## src/rtl/pipeline_stall_ctrl_pkg.sv

```systemverilog
// ---------------------------------------------------------------------------
// pipeline_stall_ctrl_pkg : FSM encodings, control bundle and MIPS branch ops
// Rev 1.0
// ---------------------------------------------------------------------------
`default_nettype none

package pipeline_stall_ctrl_pkg;

  localparam logic [1:0] ST_RUN    = 2'd0;
  localparam logic [1:0] ST_DSTALL = 2'd1;
  localparam logic [1:0] ST_CSTALL = 2'd2;

  typedef struct packed {
    logic pc_write;
    logic ifid_write;
    logic ifid_flush;
    logic idex_bubble;
    logic pc_src_branch;
  } ctrl_t;

  localparam ctrl_t CTRL_RUN   = 5'b11000;
  localparam ctrl_t CTRL_DATA  = 5'b00010;
  localparam ctrl_t CTRL_CTRL  = 5'b01100;
  localparam ctrl_t CTRL_RESET = 5'b00110;

  // Conditional-branch opcodes, shared with the hazard detection logic
  localparam logic [5:0] OP_REGIMM = 6'h01;
  localparam logic [5:0] OP_BEQ    = 6'h04;
  localparam logic [5:0] OP_BNE    = 6'h05;
  localparam logic [5:0] OP_BLEZ   = 6'h06;
  localparam logic [5:0] OP_BGTZ   = 6'h07;

  function automatic logic is_cond_branch(input logic [5:0] opcode);
    return (opcode == OP_REGIMM) || (opcode == OP_BEQ) || (opcode == OP_BNE) ||
           (opcode == OP_BLEZ)   || (opcode == OP_BGTZ);
  endfunction

endpackage

`default_nettype wire

```

## src/rtl/pipeline_stall_ctrl_if.sv

```systemverilog
// ---------------------------------------------------------------------------
// pipeline_stall_ctrl_if : hazard inputs and pipeline control outputs
// Rev 1.0
// ---------------------------------------------------------------------------
`default_nettype none

interface pipeline_stall_ctrl_if;

  logic        data_hazard;
  logic        control_hazard;
  logic        branch_resolve;
  logic        branch_taken;
  logic        pc_write;
  logic        ifid_write;
  logic        ifid_flush;
  logic        idex_bubble;
  logic        pc_src_branch;
  logic [1:0]  stall_state;
  logic        resolve_timeout;
  logic [31:0] data_stall_count;
  logic [31:0] ctrl_stall_count;

  modport slave (
    input  data_hazard, control_hazard, branch_resolve, branch_taken,
    output pc_write, ifid_write, ifid_flush, idex_bubble, pc_src_branch,
    output stall_state, resolve_timeout, data_stall_count, ctrl_stall_count
  );

  modport master (
    output data_hazard, control_hazard, branch_resolve, branch_taken,
    input  pc_write, ifid_write, ifid_flush, idex_bubble, pc_src_branch,
    input  stall_state, resolve_timeout, data_stall_count, ctrl_stall_count
  );

endinterface

`default_nettype wire

```

## src/rtl/pipeline_stall_ctrl_sat_counter32.sv

```systemverilog
// ---------------------------------------------------------------------------
// sat_counter32 : 32-bit enable/clear counter that sticks at all-ones
// Rev 1.0
// ---------------------------------------------------------------------------
`default_nettype none

module sat_counter32 (
  input  logic        clk,
  input  logic        reset_n,
  input  logic        clear,
  input  logic        en,
  output logic [31:0] count
);

  always_ff @(posedge clk or negedge reset_n) begin
    if (!reset_n) begin
      count <= '0;
    end else if (clear) begin
      count <= '0;
    end else if (en && (count != 32'hFFFF_FFFF)) begin
      count <= count + 32'd1;
    end
  end

endmodule

`default_nettype wire

```

## src/rtl/pipeline_stall_ctrl.sv

```systemverilog
// ---------------------------------------------------------------------------
// pipeline_stall_ctrl : data/control hazard stall and flush FSM.
// Optional perf counters under macro STALL_PERF_EN.  Rev 1.0
// ---------------------------------------------------------------------------
`default_nettype none

module pipeline_stall_ctrl
  import pipeline_stall_ctrl_pkg::*;
#(
  parameter int DATA_STALL_CYCLES = 2,
  parameter int RESOLVE_TIMEOUT   = 4
) (
  input  logic                  clk,
  input  logic                  reset_n,
  pipeline_stall_ctrl_if.slave  bus
);

  localparam int CNT_W  = $clog2(DATA_STALL_CYCLES) + 1;
  localparam int TCNT_W = $clog2(RESOLVE_TIMEOUT) + 1;
  localparam logic [CNT_W-1:0]  CNT_LOAD  =
      CNT_W'((DATA_STALL_CYCLES > 1) ? (DATA_STALL_CYCLES - 2) : 0);
  localparam logic [TCNT_W-1:0] TCNT_LAST = TCNT_W'(RESOLVE_TIMEOUT - 1);

  logic [1:0]        state, state_nxt;
  logic [CNT_W-1:0]  cnt, cnt_nxt;
  logic [TCNT_W-1:0] tcnt, tcnt_nxt;
  logic              timeout_set;
  logic              timeout_q;
  ctrl_t             ctrl;

  always_ff @(posedge clk or negedge reset_n) begin
    if (!reset_n) begin
      state     <= ST_RUN;
      cnt       <= '0;
      tcnt      <= '0;
      timeout_q <= 1'b0;
    end else begin
      state <= state_nxt;
      cnt   <= cnt_nxt;
      tcnt  <= tcnt_nxt;
      if (timeout_set) begin
        timeout_q <= 1'b1;
      end
    end
  end

  // Outputs are decoded from the current state and inputs so a stall
  // bites in the same cycle the hazard is flagged.
  always_comb begin
    state_nxt   = state;
    cnt_nxt     = cnt;
    tcnt_nxt    = tcnt;
    timeout_set = 1'b0;
    ctrl        = CTRL_RUN;
    case (state)
      ST_RUN: begin
        if (bus.data_hazard) begin
          ctrl = CTRL_DATA;
          if (DATA_STALL_CYCLES > 1) begin
            state_nxt = ST_DSTALL;
            cnt_nxt   = CNT_LOAD;
          end
        end else if (bus.control_hazard) begin
          ctrl      = CTRL_CTRL;
          state_nxt = ST_CSTALL;
          tcnt_nxt  = '0;
        end
      end
      ST_DSTALL: begin
        ctrl = CTRL_DATA;
        if (cnt == '0) begin
          state_nxt = ST_RUN;
        end else begin
          cnt_nxt = cnt - CNT_W'(1);
        end
      end
      ST_CSTALL: begin
        ctrl = CTRL_CTRL;
        if (bus.branch_resolve) begin
          ctrl.pc_write      = 1'b1;
          ctrl.pc_src_branch = bus.branch_taken;
          state_nxt          = ST_RUN;
        end else if (tcnt == TCNT_LAST) begin
          ctrl.pc_write = 1'b1;
          timeout_set   = 1'b1;
          state_nxt     = ST_RUN;
        end else begin
          tcnt_nxt = tcnt + TCNT_W'(1);
        end
      end
      default: begin
        ctrl      = CTRL_RESET;
        state_nxt = ST_RUN;
      end
    endcase
    if (!reset_n) begin
      ctrl = CTRL_RESET;
    end
  end

  assign bus.pc_write        = ctrl.pc_write;
  assign bus.ifid_write      = ctrl.ifid_write;
  assign bus.ifid_flush      = ctrl.ifid_flush;
  assign bus.idex_bubble     = ctrl.idex_bubble;
  assign bus.pc_src_branch   = ctrl.pc_src_branch;
  assign bus.stall_state     = state;
  assign bus.resolve_timeout = timeout_q;

`ifdef STALL_PERF_EN
  logic data_stall_cyc;
  logic ctrl_stall_cyc;

  assign data_stall_cyc = ((state == ST_RUN) && bus.data_hazard) || (state == ST_DSTALL);
  assign ctrl_stall_cyc = (state == ST_CSTALL);

  sat_counter32 u_data_cnt (
    .clk     (clk),
    .reset_n (reset_n),
    .clear   (1'b0),
    .en      (data_stall_cyc),
    .count   (bus.data_stall_count)
  );

  sat_counter32 u_ctrl_cnt (
    .clk     (clk),
    .reset_n (reset_n),
    .clear   (1'b0),
    .en      (ctrl_stall_cyc),
    .count   (bus.ctrl_stall_count)
  );
`else
  assign bus.data_stall_count = '0;
  assign bus.ctrl_stall_count = '0;
`endif

endmodule

`default_nettype wire

```

## src/flat_wrapper.sv

```systemverilog
// flat-port wrapper written by rule: the top's interface ports become plain ports
module pipeline_stall_ctrl_flat import pipeline_stall_ctrl_pkg::*;
#(
  parameter int DATA_STALL_CYCLES = 2,
  parameter int RESOLVE_TIMEOUT   = 4
)
  (clk, reset_n, bus_data_hazard, bus_control_hazard, bus_branch_resolve, bus_branch_taken, bus_pc_write, bus_ifid_write, bus_ifid_flush, bus_idex_bubble, bus_pc_src_branch, bus_stall_state, bus_resolve_timeout, bus_data_stall_count, bus_ctrl_stall_count);
  pipeline_stall_ctrl_if bus_i ();
  input  logic clk;
  input  logic reset_n;
  input wire logic [$bits(bus_i.data_hazard)-1:0] bus_data_hazard;
  input wire logic [$bits(bus_i.control_hazard)-1:0] bus_control_hazard;
  input wire logic [$bits(bus_i.branch_resolve)-1:0] bus_branch_resolve;
  input wire logic [$bits(bus_i.branch_taken)-1:0] bus_branch_taken;
  output wire logic [$bits(bus_i.pc_write)-1:0] bus_pc_write;
  output wire logic [$bits(bus_i.ifid_write)-1:0] bus_ifid_write;
  output wire logic [$bits(bus_i.ifid_flush)-1:0] bus_ifid_flush;
  output wire logic [$bits(bus_i.idex_bubble)-1:0] bus_idex_bubble;
  output wire logic [$bits(bus_i.pc_src_branch)-1:0] bus_pc_src_branch;
  output wire logic [$bits(bus_i.stall_state)-1:0] bus_stall_state;
  output wire logic [$bits(bus_i.resolve_timeout)-1:0] bus_resolve_timeout;
  output wire logic [$bits(bus_i.data_stall_count)-1:0] bus_data_stall_count;
  output wire logic [$bits(bus_i.ctrl_stall_count)-1:0] bus_ctrl_stall_count;
  assign bus_i.data_hazard = bus_data_hazard;
  assign bus_i.control_hazard = bus_control_hazard;
  assign bus_i.branch_resolve = bus_branch_resolve;
  assign bus_i.branch_taken = bus_branch_taken;
  assign bus_pc_write = bus_i.pc_write;
  assign bus_ifid_write = bus_i.ifid_write;
  assign bus_ifid_flush = bus_i.ifid_flush;
  assign bus_idex_bubble = bus_i.idex_bubble;
  assign bus_pc_src_branch = bus_i.pc_src_branch;
  assign bus_stall_state = bus_i.stall_state;
  assign bus_resolve_timeout = bus_i.resolve_timeout;
  assign bus_data_stall_count = bus_i.data_stall_count;
  assign bus_ctrl_stall_count = bus_i.ctrl_stall_count;
  pipeline_stall_ctrl #(.DATA_STALL_CYCLES(DATA_STALL_CYCLES), .RESOLVE_TIMEOUT(RESOLVE_TIMEOUT)) u_core (.clk(clk), .reset_n(reset_n), .bus(bus_i));
endmodule
```

## config.mk

```make
export PLATFORM = sky130hd
export DESIGN_NAME = pipeline_stall_ctrl_flat
export DESIGN_NICKNAME = d
export VERILOG_FILES = /design/src/rtl/pipeline_stall_ctrl_pkg.sv /design/src/rtl/pipeline_stall_ctrl_if.sv /design/src/rtl/pipeline_stall_ctrl_sat_counter32.sv /design/src/rtl/pipeline_stall_ctrl.sv /design/src/flat_wrapper.sv
export SDC_FILE = /design/constraint.sdc
export NUM_CORES = 1
export LEC_CHECK = 0
export ABC_CLOCK_PERIOD_IN_PS = 2100
export CORE_MARGIN = 2
export CORE_UTILIZATION = 32
export DETAILED_ROUTE_END_ITERATION = 6
export GPL_TIMING_DRIVEN = 0
export PLACE_DENSITY = 0.8
export RECOVER_POWER = 50
export SYNTH_ARGS = -nofsm -noshare
export SYNTH_HDL_FRONTEND = slang
export SYNTH_SLANG_ARGS = --single-unit
export TNS_END_PERCENT = 20
```

## constraint.sdc

```tcl
create_clock -name clk -period 2.1 [get_ports clk]
set_input_delay 0.21 -clock clk [delete_from_list [all_inputs] [get_ports clk]]
set_output_delay 0.21 -clock clk [all_outputs]
set_load 0.03 [all_outputs]
```

==> Word-level counts from Yosys, hierarchy flattened <==
Index checks and enable logic that the tools add are counted.
Widths: inputs -> output; s select.
{ "op_classes": {"addsub": 2, "n_eq_ne": 12, "n_mux": 23, "n_reduce_logical": 7} }
{ "op_table": {"columns": ["cell", "n"], "rows": [
  ["$mux 5", 3],
  ["$pmux 5 s3", 1],
  ["$mux 2", 7],
  ["$mux 3", 4],
  ["$ne 2x2->1 const B", 6],
  ["$pmux 2 s3", 1],
  ["$pmux 3 s2", 1],
  ["$reduce_and 3->1", 2],
  ["$mux 1", 5],
  ["$reduce_and 5->1", 1],
  ["$logic_not 2->1", 2],
  ["$pmux 2 s2", 1],
  ["$reduce_bool 2->1", 2],
  ["$add 3x1->3 const B", 1],
  ["$eq 3x2->1 const B", 1],
  ["$ne 3x2->1 const B", 1],
  ["$ne 3x3->1 const B", 1],
  ["$eq 2x1->1 const B", 1],
  ["$eq 2x2->1 const B", 1],
  ["$ne 2x1->1 const B", 1],
  ["$sub 2x1->2 const B", 1]
]} }
{ "word_totals": {"reg_bits": 8, "in_bits": 6, "output_inout_bits": 72, "word_cells": 48} }

==> Logic depth before layout (Yosys ltp) <==
Gate-level depths: netlist of run 1.
{ "logic_depth": {"word_depth": 5, "depth_mapped": 5, "depth_no_buf": 5} }

==> Worst setup path after synthesis of run 1 <==
OpenSTA, ideal clock, no wires.
{ "synth_path": {"path_kind": "reg2out", "start": "register u_core.state[1] (netlist: u_core.bus.stall_state[1])", "end": "output port bus_pc_write", "arrival_time_ns": 1.520, "required_ns": 1.890, "setup_slack_ns": 0.370, "path_stages_with_launch": 4, "path_buffers": 1, "cell_sequence": "dfrtp_1 buf_4 nor2_1 a211oi_1"} }
{ "synth_via": {"elab_chain_cells": 3, "elab_cells_between_ends": 5, "cone_classes": "eq/ne (2); mux (2); reduce/logical (1)"} }
{ "synth_rtl": {"columns": ["element", "line", "rtl"], "rows": [
  ["from (decl)", "pipeline_stall_ctrl.sv:24", "logic [1:0] state, state_nxt;"],
  ["from (signal assigned)", "pipeline_stall_ctrl.sv:38", "state <= state_nxt;"],
  ["$eq 2x2->1, or another cell as far along", "pipeline_stall_ctrl.sv:55", "case (state)"],
  ["$pmux 5 s3 *", "pipeline_stall_ctrl.sv:55", null],
  ["$mux 5 *", "pipeline_stall_ctrl.sv:96", "if (!reset_n) begin"],
  ["to (decl)", "flat_wrapper.sv:15", "output wire logic [$bits(bus_i.pc_write)-1:0] bus_pc_write;"]
]} }
Every way passes the cells marked *; elsewhere a longest branch is shown, timed or not.

==> Worst setup path after layout of run 1 <==
{ "layout_path": {"start": "register u_core.state[0] (netlist: u_core.bus.stall_state[0])", "end": "output port bus_ifid_write"} }
{ "layout_via": {"elab_chain_cells": 3, "elab_cells_between_ends": 5, "cone_classes": "eq/ne (2); mux (2); reduce/logical (1)"} }
{ "layout_rtl": {"columns": ["element", "line", "rtl"], "rows": [
  ["$eq 2x2->1, or another cell as far along", "pipeline_stall_ctrl.sv:55", null],
  ["$pmux 5 s3 *", "pipeline_stall_ctrl.sv:55", null],
  ["$mux 5 *", "pipeline_stall_ctrl.sv:96", null],
  ["to (decl)", "flat_wrapper.sv:16", "output wire logic [$bits(bus_i.ifid_write)-1:0] bus_ifid_write;"]
]} }
Marked as above.

==> parameters.txt, run 1 <==
Parameter                              Value

Global route
  First-pass GRT wire length ... 2.19 mm
  Total Routing Usage GR ... 0.0856
  Overflow left after global routing ... 0
  Pin count of the biggest net entering global routing ... 12
  Initial antenna violation count ... 0
  Vias in the first global route ... 522

Worst setup path
  Startpoint type of the worst setup path ... flop
  Worst setup path startpoint ... u_core.bus.stall_state[0]$_DFFE_PN0P_
  Worst Path Buf+Inv ... 2
  Required time reported for the critical path endpoint ... 1.89 ns
  Critical path type ... flop to primary output
  Maximum cell stage delay along the critical path ... 0.69 ns
  Master of the slowest instance on the critical path ... sky130_fd_sc_hd__clkdlybuf4s50_1
  Start of the worst register-to-register path ... u_core.tcnt[0]$_DFFE_PN0P_
  Minimum setup slack among reg-to-reg paths ... around 0.33 ns
  CP Capture Point ... bus_ifid_write
  Capture instance of the worst register-to-register path ... u_core.tcnt[1]$_DFFE_PN0P_
  Worst Path Arrival ... 1.76 ns
  Worst Reg-to-Reg Cells ... 5
  Crit path capture type ... primary output
  Number of cells on the critical path ... 4
  CP Max Fanout ... 8
  Crit path cell chain ... inv_1, nand2_1, a21oi_1, clkdlybuf4s50_1
  Crit-path leading delay family ... buffers and inverters

Floorplan
  Core Area ... 2760 µm²
  Starting density of the core ... 0.340
  Number of ports placed on the die boundary ... 78
  Die X ... 58.1 µm
  Total die area ... 3380 µm²
  FP Rows ... 19
  Die Y-Extent ... 58.1 µm

Detailed routing
  Number of DRC violations after detailed-routing iteration 0 ... 15
  Post-detailed-route wirelength per cell ... 6.76 µm
  Number of search-and-repair iterations in the first detailed-routing pass ... 4
  Number of DRC violations after detailed routing ... 0
  Total vias in the final route ... 720
  Antenna-violating nets left ... 0
  WL final ... 1.51 mm
  Post-DR vias/cell ... 3.23

Layout
  Filler instances ... 295
  Count of nets after finishing ... 203
  Design area ... about 1400 µm²
  Share of layout cells above drive strength 1 ... 0.370
  Synthesis-to-finish area growth ... 45.4%
  Number of antenna diodes ... 0

Synth
  Register area share after synthesis ... 0.214
  FF+latch count, synth ... 8
  Top cells by area in the synthesized netlist ... sky130_fd_sc_hd__buf_4 (52%), sky130_fd_sc_hd__dfrtp_1 (21%), sky130_fd_sc_hd__ha_1 (4.0%)
  Asr flop ratio synth ... 1.00
  Synthesis Warnings ... 0
  Post-synthesis instance total ... 113
  Number of unique standard cell types used by synthesis ... 22
  Dominant cell by count in the synthesized netlist ... sky130_fd_sc_hd__buf_4
  Top FF cell, synth ... sky130_fd_sc_hd__dfrtp_1
  Count of flip-flops with a built-in enable after synthesis ... 0
  Average cell area after synthesis ... 8.29 µm²
  Area share of the largest cell type after synthesis ... 0.521
  Area of the mapped netlist ... 937 µm²
  Post-synthesis cell type with the largest combined area ... sky130_fd_sc_hd__buf_4
  Post-synth top cells ... sky130_fd_sc_hd__buf_4 (65), sky130_fd_sc_hd__dfrtp_1 (8), sky130_fd_sc_hd__inv_1 (8), sky130_fd_sc_hd__nor2_1 (6), sky130_fd_sc_hd__ha_1 (3)

Timing
  Period minus WS final ... 1.97 ns
  Clock skew ... between 0.0015 and 0.002 ns
  Max Freq ... around 500 MHz
  Final Hold Slack ... between 0.007 and 0.008 ns
  Worst path setup slack after routing ... approximately 0.13 ns
  Setup repair after global routing missed its margin ... no
  Fin crit share ... 0.937
  Setup violations, final ... 0
  Final count of pins violating max slew ... 0
  Final number of hold-violating endpoints ... 0

Job
  Max capacitance violation total ... 0

Power and ir drop
  Design Power ... 997 µW
  Total power divided by cell area ... 732 nW/µm²
  LEAKAGE ... 0.000851 µW
  Worst IR drop on VDD ... between 0.4 and 0.5 mV

Clock network
  H-tree lvl count ... 1
  Post CTS Setup Buffer Count ... 0
  CTS max path bufs ... 2
  Clock root buffer ... sky130_fd_sc_hd__clkbuf_4
  Number of buffers inserted during clock tree synthesis ... 3
  Num Clock Sinks ... 8
  Clock Pin Slew Worst Setup and Hold Paths ... 0.05 ns
  CTS tree ... done
  Clock Latency Late Sink ... 0.25 ns

Outcome
  Result of the run ... completed

Placed design
  Worst slack, placed ... -0.178 ns
  RD Place Congestion ... approximately 0.72
  Total cell area at the placement stage ... 1340 µm²
  Port buffer count ... 13
  HPWL reported at the end of detailed placement ... 1.37 mm

Worst hold path
  Type of the worst min-delay path ... primary input to asynchronous set/reset pin
## routing by layer
metal	global-route usage	share of wire
met3	0.0469	0.18
met4	0.0399	0.0060
met1	0.0900	0.33
met2	0.140	0.48
met5	0	0
## cells in the final DEF (no fill, tap or decap)
cell type,count
sky130_fd_sc_hd__inv_1,8
sky130_fd_sc_hd__or4b_4,1
sky130_fd_sc_hd__nor3_1,1
sky130_fd_sc_hd__dlygate4sd2_1,2
sky130_fd_sc_hd__buf_4,65
sky130_fd_sc_hd__clkbuf_4,3
sky130_fd_sc_hd__a21oi_1,2
sky130_fd_sc_hd__clkdlybuf4s50_1,11
sky130_fd_sc_hd__o41ai_2,1
sky130_fd_sc_hd__or4_1,1
sky130_fd_sc_hd__nand3_1,2
sky130_fd_sc_hd__dfrtp_1,8
sky130_fd_sc_hd__conb_1,64
sky130_fd_sc_hd__o22ai_1,1
sky130_fd_sc_hd__mux2i_1,1
sky130_fd_sc_hd__a211oi_1,2
sky130_fd_sc_hd__nor2_1,6
sky130_fd_sc_hd__ha_1,3
sky130_fd_sc_hd__nand2_1,2
sky130_fd_sc_hd__a21o_1,2
sky130_fd_sc_hd__o21ai_0,3
sky130_fd_sc_hd__o21bai_2,1
sky130_fd_sc_hd__nand2b_1,1
sky130_fd_sc_hd__nor4_1,1
## how the worst min path moves through the flow
stage / endpoint / slack, ns / depth (start not counted)
2_1_floorplan: u_core.bus.resolve_timeout$_DFFE_PN0P_ / -0.09 / 0
5_1_grt: u_core.bus.resolve_timeout$_DFFE_PN0P_ / 0.04 / 1
4_1_cts: u_core.bus.resolve_timeout$_DFFE_PN0P_ / 0.01 / 1
6_report: u_core.bus.resolve_timeout$_DFFE_PN0P_ / 0.007 / 1
3_5_place_dp: u_core.bus.resolve_timeout$_DFFE_PN0P_ / 0.44 / 1
3_3_place_gp: u_core.bus.resolve_timeout$_DFFE_PN0P_ / 0.44 / 1
## what timing repair did
item                                    4_1_cts  5_1_grt
hold buffers                                  0        0
endpoints found under the setup margin        4        0
gates resized for setup                       2        0
## power by group
group	internal [µW]	total [µW]	switching [µW]	leakage (µW)
Clock	65.1	113	48.0	0.0000138
Sequential	212	261	49.7	0.000106
Combinational	241	623	382	0.000732
## area by class of cell
cell class | instances | area (µm²) | share of cell area
buffer | 65 | 488 | 0.358
multi-input combinational | 95 | 455 | 0.334
sequential | 8 | 200 | 0.147
timing repair buffer | 13 | 128 | 0.0937
tap | 31 | 38.8 | 0.0285
inverter | 8 | 30.0 | 0.0220
clock buffer | 3 | 22.5 | 0.0165
## cells by family after synthesis
group           synth area share
buf+inv                    0.553
simple gates              0.0841
compound gates            0.0948
flops                      0.214
fa+ha+maj                 0.0401
mux                       0.0107
other cells              0.00400
## through the flow
step / utilization / TNS (ns) / std cells
after floorplan: - / 0 / 176
after global placement: 0.487 / -0.294 / 220
after detailed placement: 0.487 / -0.388 / 220
after CTS: 0.494 / 0 / 223
after global routing: 0.494 / 0 / 223
final: 0.494 / 0 / 223
## state kept, by name, summed over array words and instances (netlist names)
signal                      count
u_core.bus.stall_state          2
u_core.cnt                      2
u_core.bus.resolve_timeout      1
u_core.tcnt                     3
No activity file was read; power rests on OpenSTA's default activity.
==> run 2, diff against run 1 <==
--- a/config.mk
+++ b/config.mk
@@ -5,12 +5,13 @@
 export SDC_FILE = /design/constraint.sdc
 export NUM_CORES = 1
 export LEC_CHECK = 0
-export ABC_CLOCK_PERIOD_IN_PS = 2100
+export ABC_CLOCK_PERIOD_IN_PS = 1800
+export CORE_ASPECT_RATIO = 0.7
 export CORE_MARGIN = 2
-export CORE_UTILIZATION = 32
+export CORE_UTILIZATION = 29
 export DETAILED_ROUTE_END_ITERATION = 6
 export GPL_TIMING_DRIVEN = 0
-export PLACE_DENSITY = 0.8
+export PLACE_DENSITY = 0.76
 export RECOVER_POWER = 50
 export SYNTH_ARGS = -nofsm -noshare
 export SYNTH_HDL_FRONTEND = slang
==> constraint.sdc (replaced) <==
create_clock -name clk -period 1.8 [get_ports clk]
set_input_delay 0.18 -clock clk [delete_from_list [all_inputs] [get_ports clk]]
set_output_delay 0.18 -clock clk [all_outputs]
set_load 0.03 [all_outputs]
==> run 2 against run 1 <==
  * Largest cell class unchanged
  * The run now ends with hold timing left
  * Critical path type is now flop to flop
  * Critical path depth grew 1
  * Sequential power grew 18%
  * Design area grew 2.2%
==> parameters.txt, run 2 (synthesized netlist as in run 1, its figures left out) <==
Parameter                              Value

Outcome
  Result of the run ... complete, but fails checks (was completed)
  Failing checks ... hold timing

Power and ir drop
  Total power divided by cell area ... 887 nW/µm² (was 732 nW/µm²)
  Worst IR drop on VDD ... 0.234 mV (was 0.404 mV)
  LEAKAGE ... 0.000870 µW (was 0.000851 µW)

Timing
  Final Hold Slack ... -0.00418 ns (was 0.00745 ns)
  Setup repair after global routing missed its margin ... yes (was no)
  Clock skew ... 0.00420 ns (was 0.00164 ns)
  Fin crit share ... 0.956
  Period minus WS final ... 1.72 ns
  Setup violations, final ... 0 (unchanged)
  Final count of pins violating max slew ... 0 (unchanged)
  Final number of hold-violating endpoints ... 4 (was 0)
  Max Freq ... between 500 and 600 MHz

Global route
  First-pass GRT wire length ... 2.08 mm (was 2.19 mm)
  Pin count of the biggest net entering global routing ... 12 (unchanged)
  Overflow left after global routing ... 0 (unchanged)
  Total Routing Usage GR ... 0.0722 (was 0.0856)
  Vias in the first global route ... 467 (was 522)
  Initial antenna violation count ... 0 (unchanged)

Detailed routing
  Antenna-violating nets left ... 0 (unchanged)
  Number of search-and-repair iterations in the first detailed-routing pass ... 4 (unchanged)
  WL final ... 1.44 mm (was 1.51 mm)
  Post-DR vias/cell ... 2.97 (was 3.23)
  Number of DRC violations after detailed routing ... 0 (unchanged)
  Total vias in the final route ... 683 (was 720)
  Number of DRC violations after detailed-routing iteration 0 ... 36 (was 15)
  Post-detailed-route wirelength per cell ... 6.27 µm (was 6.76 µm)

Placed design
  RD Place Congestion ... 0.698 (was 0.721)
  HPWL reported at the end of detailed placement ... 1.33 mm (was 1.37 mm)
  Placed insts ... 227 (was 220)
  Port buffer count ... 13 (unchanged)

Layout
  Most frequent standard cell in the layout excluding fill and tap cells ... sky130_fd_sc_hd__buf_4 (unchanged)
  Count of nets after finishing ... 203 (unchanged)
  Share of layout cells above drive strength 1 ... 0.375 (was 0.370)
  Highest-count cells in the layout ignoring fill and taps ... sky130_fd_sc_hd__buf_4 (65), sky130_fd_sc_hd__conb_1 (64), sky130_fd_sc_hd__inv_1 (8), sky130_fd_sc_hd__dfrtp_1 (8), sky130_fd_sc_hd__clkdlybuf4s50_1 (7) (was sky130_fd_sc_hd__buf_4 (65), sky130_fd_sc_hd__conb_1 (64), sky130_fd_sc_hd__clkdlybuf4s50_1 (11))
  Number of antenna diodes ... 0 (unchanged)
  Register with the highest flop count ... u_core.tcnt (unchanged)
  Synthesis-to-finish area growth ... 48.6% (was 45.4%)
  Cell Count, Final, Fillers Out ... 230 (was 223)
  Flip-flop count of the largest register after layout ... 3 (unchanged)
  Layout Utilization ... 0.445 (was 0.494)

Floorplan
  Starting density of the core ... 0.300 (was 0.340)
  Die Y-Extent ... 51.6 µm (was 58.1 µm)
  Total die area ... 3710 µm² (was 3380 µm²)
  FP Rows ... 17 (was 19)
  Core Area ... 3130 µm² (was 2760 µm²)
  Die X ... 71.9 µm (was 58.1 µm)
  Number of ports placed on the die boundary ... 78 (unchanged)

Worst setup path
  Crit path capture type ... flop (was primary output)
  Worst Path Arrival ... 1.88 ns (was 1.76 ns)
  CP Max Fanout ... 4 (was 8)
  Master of the slowest instance on the critical path ... sky130_fd_sc_hd__or4b_4 (was sky130_fd_sc_hd__clkdlybuf4s50_1)
  Minimum setup slack among reg-to-reg paths ... 0.08 ns (was 0.33 ns)
  Startpoint type of the worst setup path ... flop (unchanged)
  Maximum cell stage delay along the critical path ... 0.53 ns (was 0.69 ns)
  Worst Reg-to-Reg Cells ... 5 (unchanged)
  Capture instance of the worst register-to-register path ... u_core.tcnt[2]$_DFFE_PN0P_ (was u_core.tcnt[1]$_DFFE_PN0P_)
  Required time reported for the critical path endpoint ... 1.96 ns (was 1.89 ns)
  Critical path type ... flop to flop (was flop to primary output)
  Start of the worst register-to-register path ... u_core.tcnt[0]$_DFFE_PN0P_ (unchanged)
  Crit path cell chain ... ha_1, ha_1, or4b_4, nor4_1, o21bai_2 (was inv_1, nand2_1, a21oi_1, clkdlybuf4s50_1)
  Most common cell on crit path ... sky130_fd_sc_hd__ha_1

Clock network
  Number of buffers inserted during clock tree synthesis ... 3 (unchanged)
  Post CTS Setup Buffer Count ... 0 (unchanged)
  Num Clock Sinks ... 8 (unchanged)
  Clock Pin Slew Worst Setup and Hold Paths ... 0.04 ns (was 0.05 ns)
  Clock root buffer ... sky130_fd_sc_hd__clkbuf_8 (was sky130_fd_sc_hd__clkbuf_4)
  CTS max path bufs ... 2 (unchanged)
  H-tree lvl count ... 1 (unchanged)
  CTS tree ... done (unchanged)
  Clock Latency Late Sink ... 0.23 ns (was 0.25 ns)

Worst hold path
  Type of the worst min-delay path ... primary input to asynchronous set/reset pin (unchanged)

Job
  Max capacitance violation total ... 0 (unchanged)
-- run 2: cell count changes in the layout (fill, tap and decap cells not counted), moves of 3 or more --
cell,change
sky130_fd_sc_hd__dlygate4sd2_1,+3
sky130_fd_sc_hd__clkbuf_4,-3
sky130_fd_sc_hd__clkbuf_8,+3
sky130_fd_sc_hd__clkdlybuf4s50_1,-4
-- run 2: report_power, final --
part	leakage, µW	switching [µW]	internal, µW
clock network	0.0000216	70.4	145
logic	0.000742	440	273
registers	0.000106	59.8	247
-- run 2: metal layers --
layer,track usage,vias up,routed length [µm]
met4,0.0283,0,0
met5,0,-,0
met2,0.125,27,769
met3,0.0233,0,133
li1,-,391,-
met1,0.0835,265,538
-- run 2: timing repair --
action,CTS,global route
gates resized for setup,9,3
setup endpoints to repair,5,3
pin swaps,0,1
hold buffers,0,0
-- run 2: worst max-delay path, delay by kind of cell, from the launching register on --
kind / cells / cell delay, ns
compound gates: 1 / 0.14
fa+ha+maj: 2 / 0.43
simple gates: 2 / 0.69
flops: 1 / 0.38
-- run 2: per-stage QoR --
stage	total power (µW)	setup WS (ns)	instance area, µm²	setup TNS, ns
6_report	1240	0.0789	1390	0
5_1_grt	1330	-0.0146	1390	-0.0278
4_1_cts	1240	0.0295	1390	0
3_5_place_dp	1030	-0.482	1350	-1.58
3_3_place_gp	1020	-0.485	1350	-1.51
2_1_floorplan	872	0.0999	1170	0
-- run 2: layout make-up --
| cell class | instances | area (µm²) |
|---|---|---|
| buffer | 65 | 488 |
| clock buffer | 3 | 41.3 |
| fill | 317 | 1730 |
| inverter | 8 | 30.0 |
| multi-input combinational | 95 | 467 |
| sequential | 8 | 200 |
| tap | 38 | 47.5 |
| timing repair buffer | 13 | 119 |
-- run 2: worst max path at each step --
stage	startpoint	end	slack (ns)
after floorplan	u_core.bus.stall_state[1]$_DFFE_PN0P_	bus_pc_write	0.1
after global placement	reset_n	bus_pc_write	-0.48
after detailed placement	reset_n	bus_pc_write	-0.48
after CTS	u_core.tcnt[0]$_DFFE_PN0P_	bus_pc_write	0.03
after global routing	u_core.bus.stall_state[0]$_DFFE_PN0P_	bus_ifid_write	-0.01
final	u_core.tcnt[0]$_DFFE_PN0P_	u_core.tcnt[2]$_DFFE_PN0P_	0.08
